$ cat config.mk
export PLATFORM = sky130hd
export DESIGN_NAME = time_of_day_counter
export DESIGN_NICKNAME = d
export VERILOG_FILES = /design/src/rtl/clock_pkg.sv /design/src/rtl/bcd_mod_counter.sv /design/src/rtl/time_of_day_counter.sv
export SDC_FILE = /design/constraint.sdc
export NUM_CORES = 1
export LEC_CHECK = 0
export CAP_MARGIN = 5
export CORE_MARGIN = 2
export CORE_UTILIZATION = 35
export DETAILED_ROUTE_END_ITERATION = 8
export GPL_TIMING_DRIVEN = 0
export PLACE_DENSITY = 0.75
export SYNTH_ARGS = -nofsm -noshare
export SYNTH_HDL_FRONTEND = slang
export SYNTH_SLANG_ARGS = --single-unit
$ cat constraint.sdc
create_clock -name clk -period 3.98 [get_ports clk]
set_clock_uncertainty 0.05 [all_clocks]
set_input_delay 0.597 -clock clk [delete_from_list [all_inputs] [get_ports clk]]
set_output_delay 0.597 -clock clk [all_outputs]
set_load 0.05 [all_outputs]
$ cat src/rtl/clock_pkg.sv
// Shared constants and BCD helpers for the time-of-day counter.
// All time fields are two-digit packed BCD {tens, units}.
package clock_pkg;
  localparam int NIBBLE_W = 4;

  typedef logic [2*NIBBLE_W-1:0] bcd_t;

  localparam bcd_t SEC_MAX    = 8'h59;
  localparam bcd_t MIN_MAX    = 8'h59;
  localparam bcd_t HOUR24_MAX = 8'h23;
  localparam bcd_t HOUR12_MAX = 8'h12;
  localparam bcd_t HOUR12_MIN = 8'h01;
  localparam bcd_t HOUR12_PM  = 8'h11;

  localparam bcd_t RST_SEC    = 8'h00;
  localparam bcd_t RST_MIN    = 8'h00;
  localparam bcd_t RST_HOUR24 = 8'h00;
  localparam bcd_t RST_HOUR12 = 8'h12;

  function automatic logic bcd_valid(input bcd_t v);
    return (v[2*NIBBLE_W-1:NIBBLE_W] <= 4'd9) && (v[NIBBLE_W-1:0] <= 4'd9);
  endfunction

  // Digit-wise increment; the caller handles the modulus wrap.
  function automatic bcd_t bcd_inc(input bcd_t v);
    if (v[NIBBLE_W-1:0] == 4'd9)
      return {v[2*NIBBLE_W-1:NIBBLE_W] + 4'd1, 4'd0};
    else
      return {v[2*NIBBLE_W-1:NIBBLE_W], v[NIBBLE_W-1:0] + 4'd1};
  endfunction
endpackage

$ cat src/rtl/bcd_mod_counter.sv
// Two-digit BCD counter running MIN..MAX with load and wrap-carry output.
// Priority: rst, then ld, then inc.
module bcd_mod_counter
  import clock_pkg::*;
#(
  parameter bcd_t MAX = SEC_MAX,
  parameter bcd_t MIN = 8'h00
) (
  input  logic       clk,
  input  logic       rst,
  input  logic       inc,
  input  logic       ld,
  input  logic [7:0] ld_val,
  output logic [7:0] q,
  output logic       wrap
);

  // Carry is combinational so the next field advances in the same edge.
  assign wrap = inc && !ld && (q == MAX);

  always_ff @(posedge clk) begin
    if (rst)
      q <= MIN;
    else if (ld)
      q <= ld_val;
    else if (inc)
      q <= (q == MAX) ? MIN : bcd_inc(q);
  end

endmodule

$ cat src/rtl/time_of_day_counter.sv
// Seconds/minutes/hours BCD time of day with validated load and midnight
// day_tick; hour field handles both 24 h and 12 h (AM/PM) modes.
module time_of_day_counter
  import clock_pkg::*;
#(
  parameter bit HOUR_MODE_24 = 1'b1
) (
  input  logic       clk,
  input  logic       rst,
  input  logic       tick,
  input  logic       run,
  input  logic       load,
  input  logic [7:0] set_hour,
  input  logic [7:0] set_min,
  input  logic [7:0] set_sec,
  input  logic       set_pm,
  output logic [7:0] hour,
  output logic [7:0] min,
  output logic [7:0] sec,
  output logic       pm,
  output logic       day_tick,
  output logic       load_ok,
  output logic       load_err
);

  localparam bcd_t RST_HOUR = HOUR_MODE_24 ? RST_HOUR24 : RST_HOUR12;

  logic step, load_valid, set_ok;
  logic sec_wrap, min_wrap;
  bcd_t hour_next;
  logic pm_next, roll;

  // A load in the same cycle swallows the tick.
  assign step       = tick && run && !load;
  assign load_valid = load && set_ok;

  always_comb begin
    set_ok = bcd_valid(set_hour) && bcd_valid(set_min) && bcd_valid(set_sec)
          && (set_sec <= SEC_MAX) && (set_min <= MIN_MAX);
    if (HOUR_MODE_24)
      set_ok = set_ok && (set_hour <= HOUR24_MAX);
    else
      set_ok = set_ok && (set_hour >= HOUR12_MIN) && (set_hour <= HOUR12_MAX);
  end

  bcd_mod_counter #(.MAX(SEC_MAX), .MIN(RST_SEC)) u_sec (
    .clk(clk), .rst(rst), .inc(step), .ld(load_valid), .ld_val(set_sec),
    .q(sec), .wrap(sec_wrap)
  );

  bcd_mod_counter #(.MAX(MIN_MAX), .MIN(RST_MIN)) u_min (
    .clk(clk), .rst(rst), .inc(sec_wrap), .ld(load_valid), .ld_val(set_min),
    .q(min), .wrap(min_wrap)
  );

  // 12 h: 11->12 flips pm, and doing so from PM is the midnight roll.
  always_comb begin
    hour_next = bcd_inc(hour);
    pm_next   = pm;
    roll      = 1'b0;
    if (HOUR_MODE_24) begin
      if (hour == HOUR24_MAX) begin
        hour_next = RST_HOUR24;
        roll      = 1'b1;
      end
    end else begin
      if (hour == HOUR12_MAX) begin
        hour_next = HOUR12_MIN;
      end else if (hour == HOUR12_PM) begin
        pm_next = !pm;
        roll    = pm;
      end
    end
  end

  always_ff @(posedge clk) begin
    if (rst) begin
      hour     <= RST_HOUR;
      pm       <= 1'b0;
      day_tick <= 1'b0;
      load_ok  <= 1'b0;
      load_err <= 1'b0;
    end else begin
      day_tick <= 1'b0;
      load_ok  <= 1'b0;
      load_err <= 1'b0;
      if (load) begin
        if (set_ok) begin
          hour    <= set_hour;
          pm      <= HOUR_MODE_24 ? 1'b0 : set_pm;
          load_ok <= 1'b1;
        end else begin
          load_err <= 1'b1;
        end
      end else if (min_wrap) begin
        hour     <= hour_next;
        pm       <= pm_next;
        day_tick <= roll;
      end
    end
  end

endmodule

==> results of run 1 <==
[cells by family after synthesis]
logic type | synth area share, %
and+or+nand+nor | 30.81
AOI/OAI and AO/OA | 23.04
DFF | 30.53
buffers and inverters | 6.572
adders and majority gates | 7.067
muxes | 1.767
other | 0.2118
[critical path, cell delays in order]
cell	delay (ns)
clkdlybuf4s50_1	0.53
nand3b_1	0.33
nor3_2	0.46
and4_1	0.27
mux2_1	0.33
a211oi_1	0.21
[power groups by stage]
stage,combinational [mW],clock (mW),sequential [mW]
after detailed placement,0.0688,0,0.280
after CTS,0.0689,0.167,0.274
after global routing,0.0736,0.178,0.274
final,0.0692,0.165,0.274
after floorplan,0.0218,0,0.286
after global placement,0.0682,0,0.280
[sequential cells by signal, indices dropped and copies added, names as in the netlist]
name,count
load_ok,1
load_err,1
day_tick,1
u_min.q,8
u_sec.q,8
hour,8
[routing by layer]
metal / up-vias / wire length (um)
met5: - / 0
met4: 0 / 72
met3: 7 / 278
met2: 61 / 2366
met1: 874 / 2425
li1: 940 / -
[Yosys cell counts (5+ instances only)]
cell type and number:
a211oi_1 15, nor2_1 27, a221oi_1 5, nand2_1 16, dfxtp_1 27, buf_4 5
clkbuf_1 6, a21oi_1 9, nand3b_1 5, o21ai_0 10, nor3_1 17, nand3_1 7
ha_1 10, inv_1 12
[metrics by stage]
step                utilization (%)  hold WS [ns]  instances
detailed placement            50.04        0.4617        342
finish                        51.01        0.4770        346
floorplan                         -        0.6471        221
global placement              50.04        0.4285        342
global route                  51.01        0.5010        346
CTS                           51.01        0.4742        346
[layout make-up]
cell class	count	area [um2]
clock buffers	3	41.29
repair buffers	54	540.5
plain buffers	12	71.32
fillers	469	2345
inverters	12	45.04
well taps	67	83.83
clock inverters	1	5.005
multi-input cells	170	1114
flip-flops and latches	27	540.5
[path summary, 6_finish.rpt]
| kind | end | slack (ns) |
|---|---|---|
| worst max register to register | u_min.q[3]$_SDFFE_PP0P_ | 1.79 |
| worst min-delay path | hour[7]$_SDFFE_PP0P_ | 0.48 |
| worst max-delay path | u_min.q[3]$_SDFFE_PP0P_ | 1.40 |
| worst min register to register | hour[7]$_SDFFE_PP0P_ | 0.48 |
==> reports/qor.yml, run 1 <==
pwr-share-clk_pct: 32.5
postRouteWirelength_um: 5143
synthToLayoutAreaGrowth_pct: 37.88
root_buffer: "clkbuf_8"
finalHoldViolations: 0
power_switching_uw: 130.7
rr_worst_depth: 6
insertedDiodeCount: 0
power_frac_comb_pct: 13.6
peakVddDrop_mv: 0.1228
ys.flop_type: "dfxtp_1"
drv_cap: 0
row_count: 25
synth_edf_count: 0
holdPathStages: 2
cts_max_level: 1
use_met2_pct: 30.31
fin_crit_sh_pct: 64.74
worst_hold_path_type: "register to register"
min_from: "hour[7]$_SDFFE_PP0P_"
hpwl_um: 3968
ys_top_cells_by_area: "dfxtp_1 (31%), ha_1 (7.1%), a211oi_1 (6.4%), nor2_1 (5.7%), nor3_1 (4.8%)"
avgSynthCellArea_um2: 8.011
crit_start: "load"
grt_pass1_wl_um: 8383
grt_use_met1_pct: 27.89
final_cell_mix: "clkdlybuf4s50_1 (54), nor2_1 (27), dfxtp_1 (27), nor3_1 (17), nand2_1 (16)"
power_frac_seq_pct: 53.9
cts.sinks: 27
layout_setup_ws_ns: 1.403
grt_pass1_vias: 1696
finalMaxSlewViolations: 0
cts_max_path_buffers: 2
dieArea_um2: 5643
synth.top_cell.area_share_pct: 30.53
drtIter0Drc: 194
final_area_um2: 2441
gp_congestion: 0.9390
cp.arrival_ns: 2.73
finalPower_uw: 508.0
nets: 320
status: "completed"
critPathKind: "primary input to register"
rsz0062_at_grt: "false"
fp.dieH_um: 75.12
end_kind: "register"
critPathMaxFanout: 6
antenna_found_initial: 0
io_buffer_count: 54
clk_latency_ns: 0.28
final-setup-viol-count: 0
drive_above_1_share_pct: 6.452
syn_area_um2: 1770
cp-start-kind: "primary input"
finalCriticalPeriod_ns: 2.577
max_freq_ghz: 0.3881
cts_setup_buffers: 0
post_dp_cell_area_um2: 2395
crit_required_ns: 4.14
fp.dieW_um: 75.12
yosysTopAreaCell: "dfxtp_1"
postCtsHoldBufs: 0
p_leak_nw: 0.8822
ant_nets: 0
detailedRoute.firstPassIterationCount: 4
ys_warn_count: 0
syn_inst: 221
place_ws_ns: 1.133
sw_frac_of_total_pct: 25.73
worstReg2RegStart: "u_sec.q[0]$_SDFFE_PP0P_"
ys_seq_area_share_pct: 30.53
clkTransAtPathRegs_ns: 0.10
initial_core_util_pct: 36.99
p_per_area_nw_per_um2: 208.1
ys_types: 45
final_common_cell: "clkdlybuf4s50_1"
grt_max_degree: 16
use_met3_pct: 2.276
grt_busiest_layer: "met2"
grt_usage_pct: 19.34
ys_ff_latch: 27
cts-resized-gates: 0
routedWlPerCell_um: 14.86
grt.overflow.total: 0
cts_buffers: 3
tightest_slew_ns: 0.5634
pin_count: 58
fp.coreArea_um2: 4786
vias: 1882
cts_tree: "built"
synth-async-reset-ratio_pct: 0
setup_tns_ns: 0
slew_headroom_pct: 62.44
drc: 0
synth_nets: 261
p_int_uw: 377.3
via_per_inst: 5.439
No activity file was read; power rests on OpenSTA's default activity.
==> run 2, diff against run 1 <==
Clock period 3.98 ns to 2.65 ns, I/O delays scaled along.
==> results of run 2 <==
Same layout as run 1 (identical final DEF). Status: completed.
Main changes from that run: setup slack after placement 1.133 ns -> 0.002852 ns; setup slack after layout 1.403 ns -> 0.2729 ns; register-to-register setup slack 1.79 ns -> 0.46 ns; total power 0.5080 mW -> 0.7630 mW; worst IR drop on VDD 0.1228 mV -> 0.1845 mV
==> variant (settings of run 1) <==
Reset style: asynchronous (`rst`), changed in 2 clocked blocks.
--- a/src/rtl/bcd_mod_counter.sv
+++ b/src/rtl/bcd_mod_counter.sv
@@ -18,7 +18,7 @@
   // Carry is combinational so the next field advances in the same edge.
   assign wrap = inc && !ld && (q == MAX);
 
-  always_ff @(posedge clk) begin
+  always_ff @(posedge clk or posedge rst) begin
     if (rst)
       q <= MIN;
     else if (ld)
--- a/src/rtl/time_of_day_counter.sv
+++ b/src/rtl/time_of_day_counter.sv
@@ -73,7 +73,7 @@
     end
   end
 
-  always_ff @(posedge clk) begin
+  always_ff @(posedge clk or posedge rst) begin
     if (rst) begin
       hour     <= RST_HOUR;
       pm       <= 1'b0;
Check against the original RTL: differs if rst is asserted again (counterexample within 4 cycles, from zero or initial values and one cycle with rst high); with rst held inactive, the same outputs for 10 cycles.
==> variant against run 1 <==
First-iteration DRC count is 68% lower. Sequential share of layout area is 5.4 points higher. Core utilization hardly changed. Synthesized area hardly changed. Via count is 11% lower. Cell area is 0.56% higher. Register-to-register slack better by 90 ps. Wire length is 15% lower. Critical path depth stayed put. Setup slack better by 150 ps. Sequential cell count stayed put. Critical endpoint is now u_min.q[5]$_DFFE_PP0P_. Highest routed layer unchanged.
Power is not compared: it rests on default switching activity, and its combinational part moved more than twofold at a synthesized area within 25%.
==> variant: results (changes against run 1) <==
via_per_inst: 5.183  # -4.7%
drive_above_1_share_pct: 8.203  # +1.8 points
fin_nets: 299  # -6.6%
met2_length_um: 2106  # -11%
wl_met1_um: 1977  # -18%
yosysSeqAreaShare_pct: 38.14  # +7.6 points
synth_nets: 239  # -8.4%
place_ws_ps: 1270  # +136.8 ps
synth_cell_types: 47  # +4.4%
hpwlAfterDp_um: 3431  # -14%
met3WireLength_um: 258  # -7.2%
cp.arrival_ps: 2550  # -180 ps
place_congestion: 0.8311  # -11%
outcome: "completed"
vias: 1674  # -11%
wl_um: 4374  # -15%
ys_top_cells_by_area: "dfrtp_1 (38%), ha_1 (8.5%), o21ai_0 (5.9%)"
reg2reg_to: "hour[1]$_DFFE_PP0P_"
r2r_start: "u_min.q[1]$_DFFE_PP0P_"
dominantRegCellSynth: "dfrtp_1"
syn_inst: 197  # -11%
drt_iter0_drc: 63  # -68%
max_freq_mhz: 411.8  # +6.1%
hold_path.startpoint: "u_sec.q[7]$_DFFE_PP0P_"
cp_max_fo: 8  # +2
placed_cells: 319  # -6.7%
synthMuxAreaShare_pct: 6.144  # +4.4 points
synth-xor-area-share_pct: 0.9887  # +0.99 points
synthAdderAreaFrac_pct: 8.475  # +1.4 points
-- variant: layer usage --
| layer | up-vias | global-route usage (%) |
|---|---|---|
| li1 | 828 | - |
| met1 | 787 | 22.13 |
| met2 | 54 | 28.56 |
| met3 | 5 | 3.748 |
| met4 | 0 | 3.704 |
| met5 | - | 0 |
-- variant: worst max path at each step --
stage,from,endpoint
2_1_floorplan,u_min.q[1]$_DFFE_PP0P_,hour[0]$_DFFE_PP0P_
3_3_place_gp,load,u_min.q[5]$_DFFE_PP0P_
3_5_place_dp,load,u_min.q[5]$_DFFE_PP0P_
4_1_cts,load,u_min.q[5]$_DFFE_PP0P_
5_1_grt,set_sec[1],u_min.q[2]$_DFFE_PP0P_
6_report,load,u_min.q[5]$_DFFE_PP0P_
-- variant: power groups by stage --
stage | Sequential, W | Combinational [W] | Clock (W)
after floorplan | 0.000476 | 0.0000876 | 0
after global placement | 0.000362 | 0.000326 | 0
after detailed placement | 0.000363 | 0.000331 | 0
after CTS | 0.000358 | 0.000332 | 0.000169
after global routing | 0.000366 | 0.000352 | 0.000182
final | 0.000358 | 0.000330 | 0.000164
-- variant: logic make-up after synthesis --
logic type               count (synthesis)
buffers and inverters                   17
XOR/XNOR                                 2
other                                    1
flip-flops                              27
AO/OA/AOI/OAI                           48
adder cells (fa/ha/maj)                 12
multiplexers                            10
AND/OR/NAND/NOR                         80
-- variant: cell type report --
| type | count | area (um2) |
|---|---|---|
| Fill cell | 461 | 2362 |
| Buffer | 8 | 45.04 |
| Inverter | 9 | 33.78 |
| Sequential cell | 27 | 675.6 |
| Clock buffer | 3 | 41.29 |
| Tap cell | 67 | 83.83 |
| Clock inverter | 1 | 7.507 |
| Timing Repair Buffer | 55 | 550.5 |
| Multi-Input combinational cell | 153 | 1017 |
-- variant: critical path: stages --
cell and delay [ps]:
clkdlybuf4s50_1 500, nand3b_1 310, nor2_1 460, and3_1 320, o21ai_0 100, mux2_2 260
-- variant: metrics by stage --
| stage | hold WS (ps) | total power, W |
|---|---|---|
| after global routing | 542.3 | 0.0008993 |
| after detailed placement | 488.5 | 0.0006945 |
| after floorplan | 599.7 | 0.0005632 |
| after global placement | 492.7 | 0.0006881 |
| final | 518.8 | 0.0008520 |
| after CTS | 513.8 | 0.0008594 |
